--- src/rtl/alu_pkg.sv ---
// Shared types for the sequential logic/shift unit.
// Holds the opcode and FSM state enums used by seq_logic_alu and shift_step.
package alu_pkg;

    typedef enum logic [2:0] {
        OP_AND = 3'd0,
        OP_OR  = 3'd1,
        OP_XOR = 3'd2,
        OP_NOT = 3'd3,
        OP_SHL = 3'd4,
        OP_SHR = 3'd5,
        OP_ROL = 3'd6,
        OP_SRA = 3'd7
    } alu_op_t;

    typedef enum logic [1:0] {
        IDLE  = 2'd0,
        SHIFT = 2'd1,
        DONE  = 2'd2
    } alu_state_t;

endpackage

--- src/rtl/seq_logic_alu_shift_step.sv ---
// shift_step: combinational 1-bit shift/rotate of an N-bit word.
// Ports: i_op (opcode), i_word (word in), o_word (stepped word), o_cout (bit out).
// Optional macro ARITH_SHIFT_EN adds the sign-replicating SRA step.
module shift_step
    import alu_pkg::*;
#(
    parameter int N = 4
) (
    input  alu_op_t      i_op,
    input  logic [N-1:0] i_word,
    output logic [N-1:0] o_word,
    output logic         o_cout
);

    always_comb begin
        o_word = {1'b0, i_word[N-1:1]};
        o_cout = i_word[0];
        case (i_op)
            OP_SHL: begin
                o_word = {i_word[N-2:0], 1'b0};
                o_cout = i_word[N-1];
            end
            OP_ROL: begin
                o_word = {i_word[N-2:0], i_word[N-1]};
                o_cout = i_word[N-1];
            end
`ifdef ARITH_SHIFT_EN
            OP_SRA: begin
                o_word = {i_word[N-1], i_word[N-1:1]};
                o_cout = i_word[0];
            end
`endif
            default: begin
                o_word = {1'b0, i_word[N-1:1]};
                o_cout = i_word[0];
            end
        endcase
    end

endmodule

--- src/rtl/seq_logic_alu.sv ---
// seq_logic_alu: registered N-bit logic unit with iterative shifts/rotates.
// Ports: clk, rst (async high); in_valid/in_ready, op, a, b on the operand side;
// out_valid/out_ready, result, flag_z/flag_n/flag_c on the result side.
// Optional macro ARITH_SHIFT_EN: op 7 is SRA; otherwise op 7 acts as SHR.
module seq_logic_alu
    import alu_pkg::*;
#(
    parameter  int N  = 4,
    localparam int CW = $clog2(N + 1)
) (
    input  logic         clk,
    input  logic         rst,
    input  logic         in_valid,
    output logic         in_ready,
    input  logic [2:0]   op,
    input  logic [N-1:0] a,
    input  logic [N-1:0] b,
    output logic         out_valid,
    input  logic         out_ready,
    output logic [N-1:0] result,
    output logic         flag_z,
    output logic         flag_n,
    output logic         flag_c
);

    localparam logic [N-1:0]  NW = N'(N);
    localparam logic [CW-1:0] NC = CW'(N);

    alu_state_t    r_state;
    alu_op_t       r_op;
    logic [N-1:0]  r_acc;
    logic [N-1:0]  r_result;
    logic [CW-1:0] r_cnt;
    logic          r_z;
    logic          r_n;
    logic          r_c;

    alu_op_t       w_op;
    logic          w_is_shift;
    logic [CW-1:0] w_amt;
    logic [N-1:0]  w_logic;
    logic [N-1:0]  w_step;
    logic          w_cout;

    always_comb begin
        w_op = alu_op_t'(op);
`ifndef ARITH_SHIFT_EN
        if (w_op == OP_SRA) w_op = OP_SHR;
`endif
    end

    assign w_is_shift = op[2];

    // Amount compared at full operand width so large b saturates to N.
    assign w_amt = (b >= NW) ? NC : b[CW-1:0];

    always_comb begin
        w_logic = '0;
        case (w_op)
            OP_AND:  w_logic = a & b;
            OP_OR:   w_logic = a | b;
            OP_XOR:  w_logic = a ^ b;
            OP_NOT:  w_logic = ~a;
            default: w_logic = '0;
        endcase
    end

    shift_step #(.N(N)) u_step (
        .i_op   (r_op),
        .i_word (r_acc),
        .o_word (w_step),
        .o_cout (w_cout)
    );

    always_ff @(posedge clk or posedge rst) begin
        if (rst) begin
            r_state  <= IDLE;
            r_op     <= OP_AND;
            r_acc    <= '0;
            r_result <= '0;
            r_cnt    <= '0;
            r_z      <= 1'b0;
            r_n      <= 1'b0;
            r_c      <= 1'b0;
        end else begin
            unique case (r_state)
                IDLE: begin
                    if (in_valid) begin
                        r_c <= 1'b0;
                        if (w_is_shift) begin
                            r_op  <= w_op;
                            r_acc <= a;
                            r_cnt <= w_amt;
                            if (w_amt == '0) begin
                                r_result <= a;
                                r_z      <= (a == '0);
                                r_n      <= a[N-1];
                                r_state  <= DONE;
                            end else begin
                                r_state <= SHIFT;
                            end
                        end else begin
                            r_result <= w_logic;
                            r_z      <= (w_logic == '0);
                            r_n      <= w_logic[N-1];
                            r_state  <= DONE;
                        end
                    end
                end
                SHIFT: begin
                    r_acc <= w_step;
                    r_c   <= w_cout;
                    r_cnt <= r_cnt - CW'(1);
                    // Final step: publish result and flags together.
                    if (r_cnt == CW'(1)) begin
                        r_result <= w_step;
                        r_z      <= (w_step == '0);
                        r_n      <= w_step[N-1];
                        r_state  <= DONE;
                    end
                end
                DONE: begin
                    if (out_ready) r_state <= IDLE;
                end
                default: r_state <= IDLE;
            endcase
        end
    end

    assign in_ready  = (r_state == IDLE);
    assign out_valid = (r_state == DONE);
    assign result    = r_result;
    assign flag_z    = r_z;
    assign flag_n    = r_n;
    assign flag_c    = r_c;

endmodule
--- config.mk ---
export PLATFORM = sky130hd
export DESIGN_NAME = seq_logic_alu
export DESIGN_NICKNAME = d
export VERILOG_FILES = /design/src/rtl/alu_pkg.sv /design/src/rtl/seq_logic_alu_shift_step.sv /design/src/rtl/seq_logic_alu.sv
export SDC_FILE = /design/constraint.sdc
export NUM_CORES = 1
export LEC_CHECK = 0
export ABC_AREA = 1
export CAP_MARGIN = 20
export CORE_MARGIN = 3
export CORE_UTILIZATION = 45
export CTS_BUF_LIST = sky130_fd_sc_hd__clkbuf_8
export CTS_CLUSTER_DIAMETER = 60
export CTS_CLUSTER_SIZE = 10
export DETAILED_ROUTE_END_ITERATION = 6
export GPL_ROUTABILITY_DRIVEN = 0
export GPL_TIMING_DRIVEN = 0
export PLACE_DENSITY = 0.69
export SETUP_SLACK_MARGIN = 0.05
export SLEW_MARGIN = 20
export SYNTH_ARGS = -nofsm -noshare
export SYNTH_HDL_FRONTEND = slang
export SYNTH_SLANG_ARGS = --single-unit
--- constraint.sdc ---
create_clock -name clk -period 1.55 [get_ports clk]
set_clock_uncertainty 0.1 [all_clocks]
set_input_delay 0.3875 -clock clk [delete_from_list [all_inputs] [get_ports clk]]
set_output_delay 0.3875 -clock clk [all_outputs]
set_load 0.005 [all_outputs]
== Word-level counts from Yosys, hierarchy flattened ==
Cells that the tools add are included.

* Memories: 0
* Memory bits (writable): 0
* Register bits after elaboration: 19
* Output and inout bits: 9
* Bits in latches: 0
* ROM bits: 0

* Shifts and indexed selects: 0
* Eq/ne operators: 14
* Multiplexer cells: 34
* Div/mod/pow operators: 0
* Order comparisons: 1
* Reductions and logical operators: 13
* Bitwise gates (word level): 4
* Add/subtract/negate cells: 1
* Multiply operators: 0

{| class="wikitable"
|+ Operator list
! operator !! number
|-
| $mux 4 || 6
|-
| $pmux 4 s2 || 3
|-
| $pmux 4 s4 || 1
|-
| $logic_not 4->1 || 3
|-
| $mux 3 || 4
|-
| $mux 1 || 10
|-
| $mux 2 || 5
|-
| $eq 3x3->1 const B || 3
|-
| $reduce_and 3->1 || 3
|-
| $eq 3x1->1 const B || 2
|-
| $eq 3x2->1 const B || 2
|-
| $logic_not 3->1 || 2
|-
| $pmux 1 s2 || 3
|-
| $pmux 2 s3 || 1
|-
| $pmux 3 s2 || 1
|-
| $and 4x4->4 || 1
|-
| $ge 4x3->1 const B || 1
|-
| $ne 2x1->1 const B || 2
|-
| $ne 2x2->1 const B || 2
|-
| $not 4->4 || 1
|-
| $or 4x4->4 || 1
|-
| $reduce_and 4->1 || 1
|-
| $xor 4x4->4 || 1
|-
| $ne 3x2->1 const B || 1
|-
| 7 further kinds || 7
|}

== Logic depth before layout (Yosys ltp) ==
Gate-level depths: netlist (run 1).

* Depth after elaboration: 8
* Mapped depth: 12

== By module ==
From an unflattened synthesis (run 1), not the netlist that was laid out.

* Cell total of the unflattened synthesis: 189
* Area, all modules: 1,341.3 µm²

{| class="wikitable"
|+ Modules (own cells, without submodules)
! module !! sequential area each (µm²) !! area an instance (µm²) !! instances !! cells an instance
|-
| seq_logic_alu || 450.4 || 1,266.2 || 1 || 171
|-
| shift_step || 0.0 || 75.1 || 1 || 18
|}

== Least setup slack after synthesis (run 1) ==
OpenSTA, ideal clock, no wires.

* Kind: reg-to-reg
* From: register r_cnt[1]
* To: register r_result[2] (netlist: result[2])
* Period minus slack after synthesis: 1.437 ns
* Stages on the path, launching flop included: 11
* Arrival time: 1.255 ns
* Path slack: 0.113 ns
* Buffers on the path: 0
* Library setup time: 0.082 ns
* Cells stage by stage: dfrtp_1 > inv_1 > ha_1 > inv_1 > o21ai_1 > o21ai_0 > a21oi_2 > nand2_2 > inv_2 > nor2_1 > a31oi_1

* Cells in the longest elaborated chain, start to end: 3

{| class="wikitable"
|+ Ends and longest elaborated chain
! what !! line !! RTL
|-
| start: declaration || seq_logic_alu.sv:33 || <nowiki>logic [CW-1:0] r_cnt;</nowiki>
|-
| start signal: assignment || seq_logic_alu.sv:93 || <nowiki>r_cnt <= w_amt;</nowiki>
|-
| start signal: assignment || seq_logic_alu.sv:113 || <nowiki>r_cnt <= r_cnt - CW'(1);</nowiki>
|-
| $eq 3x1->1 || seq_logic_alu.sv:115 || <nowiki>if (r_cnt == CW'(1)) begin</nowiki>
|-
| $ne 2x2->1 (no line) || - ||
|-
| $reduce_and 4->1 (no line) || - ||
|-
| end signal: assignment || seq_logic_alu.sv:103 || <nowiki>r_result <= w_logic;</nowiki>
|-
| end signal: assignment || seq_logic_alu.sv:116 || <nowiki>r_result <= w_step;</nowiki>
|-
| end: declaration || seq_logic_alu.sv:32 || <nowiki>logic [N-1:0] r_result;</nowiki>
|}

No other way between the ends.
A chain may end at the register's enable or synchronous reset.

== Worst setup path in the final report (run 1) ==
* From: register r_cnt[1]
* To: register r_result[1] (netlist: result[1])

Same word-level chain as after synthesis.

==> results.sh, run 1 <==
export IMPL_worst_slew_pin_slew_ns=0.668
export IMPL_yosysWarnings=0
export IMPL_cp_max_fo=7
export IMPL_arrival_ns=1.68
export IMPL_die_area_sq_mm=0.00351
export IMPL_rsz0062_at_grt="yes"
export IMPL_start_util=0.493
export IMPL_gr_total_overflow=0
export IMPL_seq_area_frac_synth=0.353
export IMPL_grt_pass1_vias=1204
export IMPL_reg2reg_depth=10
export IMPL_crit_required_ns=1.63
export IMPL_synth_xor_area_frac=0.00686
export IMPL_critPathMaxStageDelay_ns=0.39
export IMPL_grt_max_degree=19
export IMPL_worstSetupPathType="flop to flop"
export IMPL_fillers=229
export IMPL_yosysTopAreaCell="dfrtp_1"
export IMPL_synthTopCellsByCount="32 x inv_1, 31 x nor2_1, 29 x nand2_1, 18 x dfrtp_1, 15 x nand3_1"
export IMPL_dpl_worst_slack_ns=-0.658
export IMPL_ys_ff_latch=18
export IMPL_crit_chain="inv_2 -> ha_4 -> inv_1 -> o21ai_1 -> o21ai_1 -> a21oi_2 -> nand2_2 -> clkinv_4 -> nor2_1 -> a31oi_1"
export IMPL_core_area_sq_mm=0.00259
export IMPL_crit_buf_inv=3
export IMPL_cts_sinks=18
export IMPL_critPathTopFamily="compound AO/OA/AOI/OAI gates"
export IMPL_synth_fp_nets=206
export IMPL_drt_iter0_markers=46
export IMPL_fmax_mhz=628
export IMPL_track_usage=0.208
export IMPL_cts_clk_slew_worst_paths_ns=0.07
export IMPL_finalSetupTns_ns=-0.137
export IMPL_grt_pass1_wl_mm=5.51
export IMPL_synth_edff_count=0
export IMPL_timing_slew_headroom=0.554
export IMPL_dpl_cell_area_sq_mm=0.00154
export IMPL_total_power_mw=2.82
export IMPL_drv_cap=0
export IMPL_yosysUniqueCellTypes=26
export IMPL_cts_path_max_buffers=2
export IMPL_synthAdderAreaFrac=0.0979
export IMPL_area_delta_synth_final_pct=34.4
export IMPL_multi_input_area_sq_um=764
export IMPL_num_vias=1297
export IMPL_synthArstFlopShare=1.00
export IMPL_synthSimpleGateAreaFrac=0.287
export IMPL_routed_wl_mm=3.28
export IMPL_nets=242
export IMPL_violations="negative setup slack"
export IMPL_whs_path_depth=2
export IMPL_p_leak_nw=0.849
export IMPL_antenna_found_initial=0
export IMPL_cts_buffers=3
export IMPL_die_x_um=59.3
export IMPL_period_share=1.03
export IMPL_dpl_hpwl_mm=2.47
export IMPL_synth_area_top_cells="dfrtp_1 35%, ha_1 9.8%, inv_1 9.4%"
export IMPL_maxSlewViolCount=0
export IMPL_tritoncts="built"
export IMPL_period_minus_slack_ns=1.59
export IMPL_crit_path_start_kind="flop"
export IMPL_crit_slowest_cell="dfrtp_1"
export IMPL_worstHoldPathType="flop to flop"
export IMPL_setup_viol_count_final=5
export IMPL_final_hold_viol_count=0
export IMPL_dr_pass1_iters=4
export IMPL_final_cell_area_sq_mm=0.00172
export IMPL_wl_per_cell_um=13.3
export IMPL_std_cell_rows=18
export IMPL_synth_most_common_cell="inv_1"
export IMPL_io_pins=24
export IMPL_fin_ws_ns=-0.0431
export IMPL_max_vdd_ir_drop_uv=1500
export IMPL_synth_avg_cell_area_sq_um=7.06
export IMPL_synthDominantCellAreaShare=0.353
export IMPL_seq_area_sq_um=453
export IMPL_syn_inst=181
export IMPL_chipHeight_um=59.3
export IMPL_n_antenna_cell=0
export IMPL_hold_buffers=0
export IMPL_clock_latency_ns=0.26
export IMPL_status="complete, but fails checks"
export IMPL_end_kind="flop"
export IMPL_io_buffer_count=22
export IMPL_detail_route_antenna_nets=0
export IMPL_ys_flop_type="dfrtp_1"
export IMPL_cts_root_buf="clkbuf_8"
export IMPL_path_common_cell="o21ai_1"
export IMPL_synth_area_mux_share=0
export IMPL_route_detailed_drc=0
export IMPL_synth_compound_area_share=0.142
export IMPL_htreeDepth=1
export IMPL_worst_path_stages=10
export IMPL_syn_area_sq_mm=0.00128
export IMPL_drive_above_1_share=0.241
export IMPL_viasPerCell=5.27
export IMPL_synth_top_family_by_area="simple AND/OR/NAND/NOR gates"
export IMPL_power_density_mw_per_mm2=1640
==> what timing repair did <==
item,in CTS,in global routing
setup buffers,6,3
resized for setup,57,20
endpoints found under the setup margin,26,15
pin swaps,4,4
==> worst min-delay path, stage by stage (launching register included) <==
cell     delay [ns]
dfrtp_1        0.32
inv_1          0.07
nand2_1        0.07
==> layer usage <==
layer  routed length (um)  GRT usage
met3                  156     0.0392
met5                    0          0
met2                 1590      0.337
met4                   47     0.0583
met1                 1490      0.281
==> final cells by class <==
cell class,instances,area share
Multi-Input combinational cell,126,0.445
Tap cell,30,0.0219
Timing Repair Buffer,31,0.148
Buffer,3,0.0117
Sequential cell,18,0.264
Clock buffer,4,0.0321
Inverter,34,0.0773
==> registers in the layout, indices dropped and copies added (netlist names) <==
| signal | flops |
|---|---|
| r_acc | 4 |
| result | 4 |
| r_cnt | 3 |
| r_op | 3 |
| r_state | 2 |
| flag_c | 1 |
| flag_z | 1 |
==> kinds of logic (layout without fill, tap and decap cells) <==
kind of cell / Yosys count / count (layout)
AO/OA/AOI/OAI: 30 / 30
XOR/XNOR: 1 / 1
flip-flops: 18 / 18
AND/OR/NAND/NOR: 85 / 85
adder cells (fa/ha/maj): 10 / 10
buffers and inverters: 37 / 72
==> final timing paths <==
kind | slack [ns] | end | from
setup / recovery | -0.04 | result[1] | r_cnt[1]
hold / removal | 0.39 | r_op[2] | r_op[2]
setup reg to reg | -0.04 | result[1] | r_cnt[1]
hold reg to reg | 0.39 | r_op[2] | r_op[2]
max in group asynchronous | 0.45 | r_state[1] | rst
min in group asynchronous | 0.42 | r_op[2] | rst
==> metrics by stage <==
| step | utilization | instances | hold WS (ns) |
|---|---|---|---|
| 4_1_cts | 0.643 | 243 | 0.387 |
| 3_5_place_dp | 0.593 | 233 | 0.357 |
| 5_1_grt | 0.663 | 246 | 0.417 |
| 6_report | 0.663 | 246 | 0.392 |
| 2_1_floorplan | - | 181 | 0.226 |
| 3_3_place_gp | 0.593 | 233 | 0.347 |
==> cells in the final DEF (no fill, tap or decap), types with 4 or more instances in the layout <==
cell	n
dlygate4sd2_1	7
nor2_1	25
a31oi_1	4
o21ai_1	4
nand2_1	28
nand4_1	5
a21oi_1	5
ha_1	9
inv_1	27
clkdlybuf4s15_2	4
o21ai_0	6
buf_4	11
buf_2	4
clkbuf_8	4
nor2_4	8
dfrtp_1	16
nand3_1	15
inv_2	6
==> power breakdown <==
| part | internal (mW) | switching (mW) | leakage [nW] |
|---|---|---|---|
| registers | 0.693 | 0.177 | 0.215 |
| logic | 0.714 | 0.854 | 0.605 |
| clock network | 0.226 | 0.160 | 0.0288 |
No activity file was read; power rests on OpenSTA's default activity.
==> run 2, diff against run 1 <==
--- a/config.mk
+++ b/config.mk
@@ -16,6 +16,7 @@
 export GPL_ROUTABILITY_DRIVEN = 0
 export GPL_TIMING_DRIVEN = 0
 export PLACE_DENSITY = 0.69
+export REMOVE_ABC_BUFFERS = 1
 export SETUP_SLACK_MARGIN = 0.05
 export SLEW_MARGIN = 20
 export SYNTH_ARGS = -nofsm -noshare
==> run 2 against run 1 <==
  * The run still ends with negative setup slack left
  * Final cell count is 2.4% higher
  * Sequential power decreased by 3.3%
  * Via count increased by 3.8%
  * Critical path depth is the same
  * Non-clock buffer count up 6
  * Hold slack got worse by 0.021 ns
  * Clock power about the same
  * Global-route usage down 0.27 points
  * Fmax increased by 1.4%
  * Total power increased by 6.0%
  * Sequential share of layout area shrank 1.5 points
  * Die area unchanged
  * Largest power group unchanged
==> results.sh, run 2 (synthesis gave the netlist of run 1 again) <==
export IMPL_status="complete, but fails checks"
export IMPL_violations="negative setup slack"
export IMPL_die_x_um=59.3
export IMPL_worstHoldPathType="flop to flop"
export IMPL_dr_pass1_iters=4
export IMPL_dpl_worst_slack_ns=-0.667
export IMPL_p_leak_nw=0.889
export IMPL_critPathTopFamily="compound AO/OA/AOI/OAI gates"
export IMPL_clockPowerShare=0.129
export IMPL_fin_hold_ws_ns=0.372
export IMPL_tritoncts="built"
export IMPL_chipHeight_um=59.3
export IMPL_fin_ws_ns=-0.0212
export IMPL_p_sw_mw=1.25
export IMPL_timing_slew_headroom=0.534
export IMPL_io_pins=24
export IMPL_core_area_sq_mm=0.00259
export IMPL_setup_viol_count_final=2
export IMPL_cp_max_fo=7
export IMPL_cts_clk_slew_worst_paths_ns=0.07
export IMPL_critPathMaxStageDelay_ns=0.37
export IMPL_grt_pass1_vias=1287
export IMPL_clock_latency_ns=0.26
export IMPL_gr_total_overflow=0
export IMPL_num_vias=1346
export IMPL_hold_buffers=0
export IMPL_final_hold_viol_count=0
export IMPL_io_buffer_count=23
export IMPL_arrival_ns=1.65
export IMPL_crit_path_start_kind="flop"
export IMPL_end_kind="flop"
export IMPL_crit_required_ns=1.63
export IMPL_fmax_mhz=636
export IMPL_n_antenna_cell=0
export IMPL_drv_cap=0
export IMPL_start_util=0.493
export IMPL_power_density_mw_per_mm2=1660
export IMPL_total_power_mw=2.99
export IMPL_cts_path_max_buffers=2
export IMPL_routed_wl_mm=3.35
export IMPL_die_area_sq_mm=0.00351
export IMPL_path_common_cell="inv_2"
export IMPL_track_usage=0.205
export IMPL_period_share=1.01
export IMPL_grt_pass1_wl_mm=5.50
export IMPL_crit_buf_inv=3
export IMPL_antenna_found_initial=0
export IMPL_worstSetupPathType="flop to flop"
export IMPL_pwr_share_seq=0.280
export IMPL_dpl_hpwl_mm=2.34
export IMPL_viasPerCell=5.34
export IMPL_rsz0062_at_grt="yes"
export IMPL_worst_slew_pin_slew_ns=0.698
export IMPL_wl_per_cell_um=13.3
export IMPL_swShare=0.418
export IMPL_route_detailed_drc=0
export IMPL_htreeDepth=1
export IMPL_detail_route_antenna_nets=0
export IMPL_std_cell_rows=18
export IMPL_layout_commonest_cell="nand2_1"
export IMPL_crit_slowest_cell="dfrtp_1"
export IMPL_max_vdd_ir_drop_uv=1560
export IMPL_grt_max_degree=19
export IMPL_drt_iter0_markers=45
export IMPL_drive_above_1_share=0.284
export IMPL_cts_sinks=18
export IMPL_nets=248
export IMPL_finalSetupTns_ns=-0.0331
export IMPL_cts_root_buf="clkbuf_8"
export IMPL_combinationalPowerShare=0.590
export IMPL_period_minus_slack_ns=1.57
export IMPL_crit_chain="inv_2 -> ha_4 -> inv_2 -> o21ai_2 -> o21ai_1 -> a21oi_2 -> nand2_2 -> inv_4 -> nor2_1 -> a31oi_1"
export IMPL_final_cell_area_sq_mm=0.00181
export IMPL_area_delta_synth_final_pct=41.5
export IMPL_dpl_cell_area_sq_mm=0.00153
export IMPL_p_int_mw=1.74
export IMPL_maxSlewViolCount=0
export IMPL_cts_buffers=3
export IMPL_layout_common_cells="29 x nand2_1, 24 x nor2_1, 24 x inv_1, 18 x dfrtp_1"
run 2: cell count changes in the layout (fill, tap and decap cells not counted), moves of 3 or more:
cell	change
o21ai_1	+3
o21ai_0	-4
inv_1	-3
buf_6	+4
inv_4	+3
buf_4	+3
run 2: per-layer routing:
metal | vias up | wire, um | global-route usage
met5 | - | 0 | 0
met4 | 0 | 40 | 0.0680
met3 | 5 | 168 | 0.0414
met2 | 35 | 1670 | 0.335
met1 | 637 | 1460 | 0.269
li1 | 669 | - | -
run 2: worst reg2reg max path, stage by stage (launching register included):
cell and delay [ns]:
dfrtp_1 0.37, inv_2 0.08, ha_4 0.13, inv_2 0.03, o21ai_2 0.11, o21ai_1 0.09
a21oi_2 0.16, nand2_2 0.14, inv_4 0.11, nor2_1 0.05, a31oi_1 0.13
run 2: repair_timing:
item / CTS / global route
pin swaps: 9 / 9
endpoints found under the setup margin: 24 / 15
resized for setup: 67 / 30
buffers inserted: 14 / 3
run 2: worst paths after layout:
check                                from   endpoint  slack (ns)  depth (start not counted)
max in group asynchronous             rst     flag_c        0.47                          2
worst min register to register  result[0]  result[0]        0.37                          2
worst max register to register   r_cnt[1]  result[2]       -0.02                         10
worst max-delay path             r_cnt[1]  result[2]       -0.02                         10
worst min-delay path            result[0]  result[0]        0.37                          2
min in group asynchronous             rst    r_op[2]        0.44                          2
run 2: per-stage QoR:
| step | instances | util |
|---|---|---|
| 2_1_floorplan | 178 | - |
| 3_3_place_gp | 231 | 0.590 |
| 3_5_place_dp | 231 | 0.590 |
| 4_1_cts | 249 | 0.665 |
| 5_1_grt | 252 | 0.698 |
| 6_report | 252 | 0.698 |
run 2: power groups by stage:
stage                     logic (mW)  registers, mW  clock network, mW
after floorplan                0.801          0.822                  0
after global placement          1.26          0.829                  0
after detailed placement        1.28          0.832                  0
after CTS                       1.53          0.817              0.392
after global routing            1.98          0.862              0.412
final                           1.77          0.840              0.387
run 2: area by class of cell:
type                    instances  area [sq um]
flip-flops and latches         18           450
clock buffers                   4          55.1
inverters                      34           139
multi-input cells             126           785
fillers                       222           782
well taps                      30          37.5
repair buffers                 40           342
==> run 3, diff against run 2 <==
--- a/config.mk
+++ b/config.mk
@@ -15,10 +15,11 @@
 export DETAILED_ROUTE_END_ITERATION = 6
 export GPL_ROUTABILITY_DRIVEN = 0
 export GPL_TIMING_DRIVEN = 0
-export PLACE_DENSITY = 0.69
+export PLACE_DENSITY = 0.71
 export REMOVE_ABC_BUFFERS = 1
 export SETUP_SLACK_MARGIN = 0.05
 export SLEW_MARGIN = 20
 export SYNTH_ARGS = -nofsm -noshare
 export SYNTH_HDL_FRONTEND = slang
 export SYNTH_SLANG_ARGS = --single-unit
+export TNS_END_PERCENT = 50
==> constraint.sdc (replaced) <==
create_clock -name clk -period 1.4 [get_ports clk]
set_clock_uncertainty 0.1 [all_clocks]
set_input_delay 0.35 -clock clk [delete_from_list [all_inputs] [get_ports clk]]
set_output_delay 0.35 -clock clk [all_outputs]
set_load 0.005 [all_outputs]
==> run 3 against run 2 <==
  * The run still ends with negative setup slack left
  * Highest routed layer unchanged
  * Via count rose by 6.8%
  * Routed wire length rose by 17%
  * First-iteration DRC count rose by 82%
  * Critical path type unchanged
  * Setup slack got worse by 0.22 ns
==> results.sh, run 3 (synthesis gave the netlist of run 1 again) <==
export IMPL_routed_wl_mm=3.93
export IMPL_r2r_start="r_cnt[1]"
export IMPL_worst_slew_pin_slew_ns=0.666
export IMPL_dpl_hpwl_mm=2.40
export IMPL_power_density_mw_per_mm2=1940
export IMPL_r2r_end="result[1]"
export IMPL_grt_pass1_vias=1315
export IMPL_cts_sinks=18
export IMPL_arrival_ns=1.72
export IMPL_cp_max_fo=7
export IMPL_io_pins=24
export IMPL_maxSlewViolCount=0
export IMPL_area_delta_synth_final_pct=46.2
export IMPL_gr_total_overflow=0
export IMPL_detail_route_antenna_nets=0
export IMPL_worstHoldPathType="input pin to flop"
export IMPL_worstSetupPathType="flop to flop"
export IMPL_timing_slew_headroom=0.556
export IMPL_finalSetupTns_ns=-1.77
export IMPL_use_met1=0.278
export IMPL_period_share=1.17
export IMPL_cts_buffers=3
export IMPL_critPathTopFamily="compound AO/OA/AOI/OAI gates"
export IMPL_clock_latency_ns=0.25
export IMPL_layout_common_cells="28 x nand2_1, 23 x nor2_1, 23 x inv_1, 18 x dfrtp_1, 18 x buf_4"
export IMPL_crit_path_start_kind="flop"
export IMPL_std_cell_rows=18
export IMPL_critPathMaxStageDelay_ns=0.38
export IMPL_whs_path_depth=2
export IMPL_crit_chain="inv_2 -> ha_4 -> inv_2 -> o21ai_1 -> o21ai_1 -> a21oi_2 -> nand2_2 -> inv_4 -> nor2_1 -> a31oi_1"
export IMPL_dr_pass1_iters=4
export IMPL_antenna_found_initial=0
export IMPL_period_minus_slack_ns=1.64
export IMPL_cts_clk_slew_worst_paths_ns=0.07
export IMPL_viasPerCell=5.60
export IMPL_wl_per_cell_um=15.3
export IMPL_total_power_mw=3.62
export IMPL_violations="negative setup slack"
export IMPL_route_detailed_drc=0
export IMPL_rsz0062_at_grt="yes"
export IMPL_status="complete, but fails checks"
export IMPL_p_leak_nw=0.917
export IMPL_min_from="a[3]"
export IMPL_grt_pass1_wl_mm=5.71
export IMPL_grt_busiest_layer="met2"
export IMPL_end_kind="flop"
export IMPL_drv_cap=0
export IMPL_final_cell_area_sq_mm=0.00187
export IMPL_crit_slowest_cell="dfrtp_1"
export IMPL_final_hold_viol_count=0
export IMPL_die_area_sq_mm=0.00351
export IMPL_drive_above_1_share=0.300
export IMPL_setup_viol_count_final=16
export IMPL_grt_max_degree=19
export IMPL_max_vdd_ir_drop_uv=1620
export IMPL_io_buffer_count=23
export IMPL_track_usage=0.211
export IMPL_hold_buffers=0
export IMPL_crit_required_ns=1.48
export IMPL_nets=253
export IMPL_fillers=208
export IMPL_cts_path_max_buffers=2
export IMPL_drt_iter0_markers=82
export IMPL_grtUsageMet2=0.342
export IMPL_dp_cells=231
export IMPL_core_area_sq_mm=0.00259
export IMPL_crit_buf_inv=3
export IMPL_dpl_cell_area_sq_mm=0.00153
export IMPL_reg2reg_depth=10
export IMPL_n_antenna_cell=0
export IMPL_chipHeight_um=59.3
export IMPL_start_util=0.493
export IMPL_num_vias=1438
export IMPL_layout_commonest_cell="nand2_1"
export IMPL_fin_hold_ws_ns=0.354
export IMPL_post_route_util=0.721
export IMPL_htreeDepth=1
export IMPL_fin_ws_ns=-0.243
export IMPL_die_x_um=59.3
export IMPL_holdPathEnd="r_acc[3]"
export IMPL_tritoncts="built"
export IMPL_final_cells=257
export IMPL_use_met3=0.0436
export IMPL_cts_root_buf="clkbuf_8"
export IMPL_dpl_worst_slack_ns=-0.829
export IMPL_fmax_mhz=609
export IMPL_rrSetupSlack_ns=-0.24
-- run 3: how the worst max path moves through the flow --
stage	from	end	slack (ns)	cells past startpoint
2_1_floorplan	r_cnt[1]	result[1]	-0.04	10
3_3_place_gp	a[0]	flag_z	-0.78	12
3_5_place_dp	a[0]	flag_z	-0.83	12
4_1_cts	a[3]	flag_z	-0.14	10
5_1_grt	r_cnt[1]	result[3]	-0.36	10
6_report	r_cnt[1]	result[1]	-0.24	10
-- run 3: cell type report --
type / instances / area, sq um / area share
clock buffer: 4 / 55.1 / 0.0295
inverter: 34 / 139 / 0.0743
multi-input combinational: 126 / 800 / 0.428
timing repair buffer: 45 / 387 / 0.207
tap: 30 / 37.5 / 0.0201
sequential: 18 / 450 / 0.241
-- run 3: metal layers --
metal,up-vias,wire length (um)
met2,77,1940
met5,-,0
met4,0,126
li1,683,-
met1,659,1600
met3,19,265
-- run 3: timing repair --
item                                    CTS  global route
endpoints found under the setup margin   26            22
resized for setup                        78            23
pin swaps                                10            14
buffers inserted                         16             6
-- run 3: power by group --
| group | switching (mW) | leakage (nW) | total (mW) | internal (mW) |
|---|---|---|---|---|
| sequential | 0.193 | 0.217 | 0.954 | 0.761 |
| combinational | 1.17 | 0.671 | 2.24 | 1.07 |
| clock | 0.176 | 0.0288 | 0.426 | 0.250 |
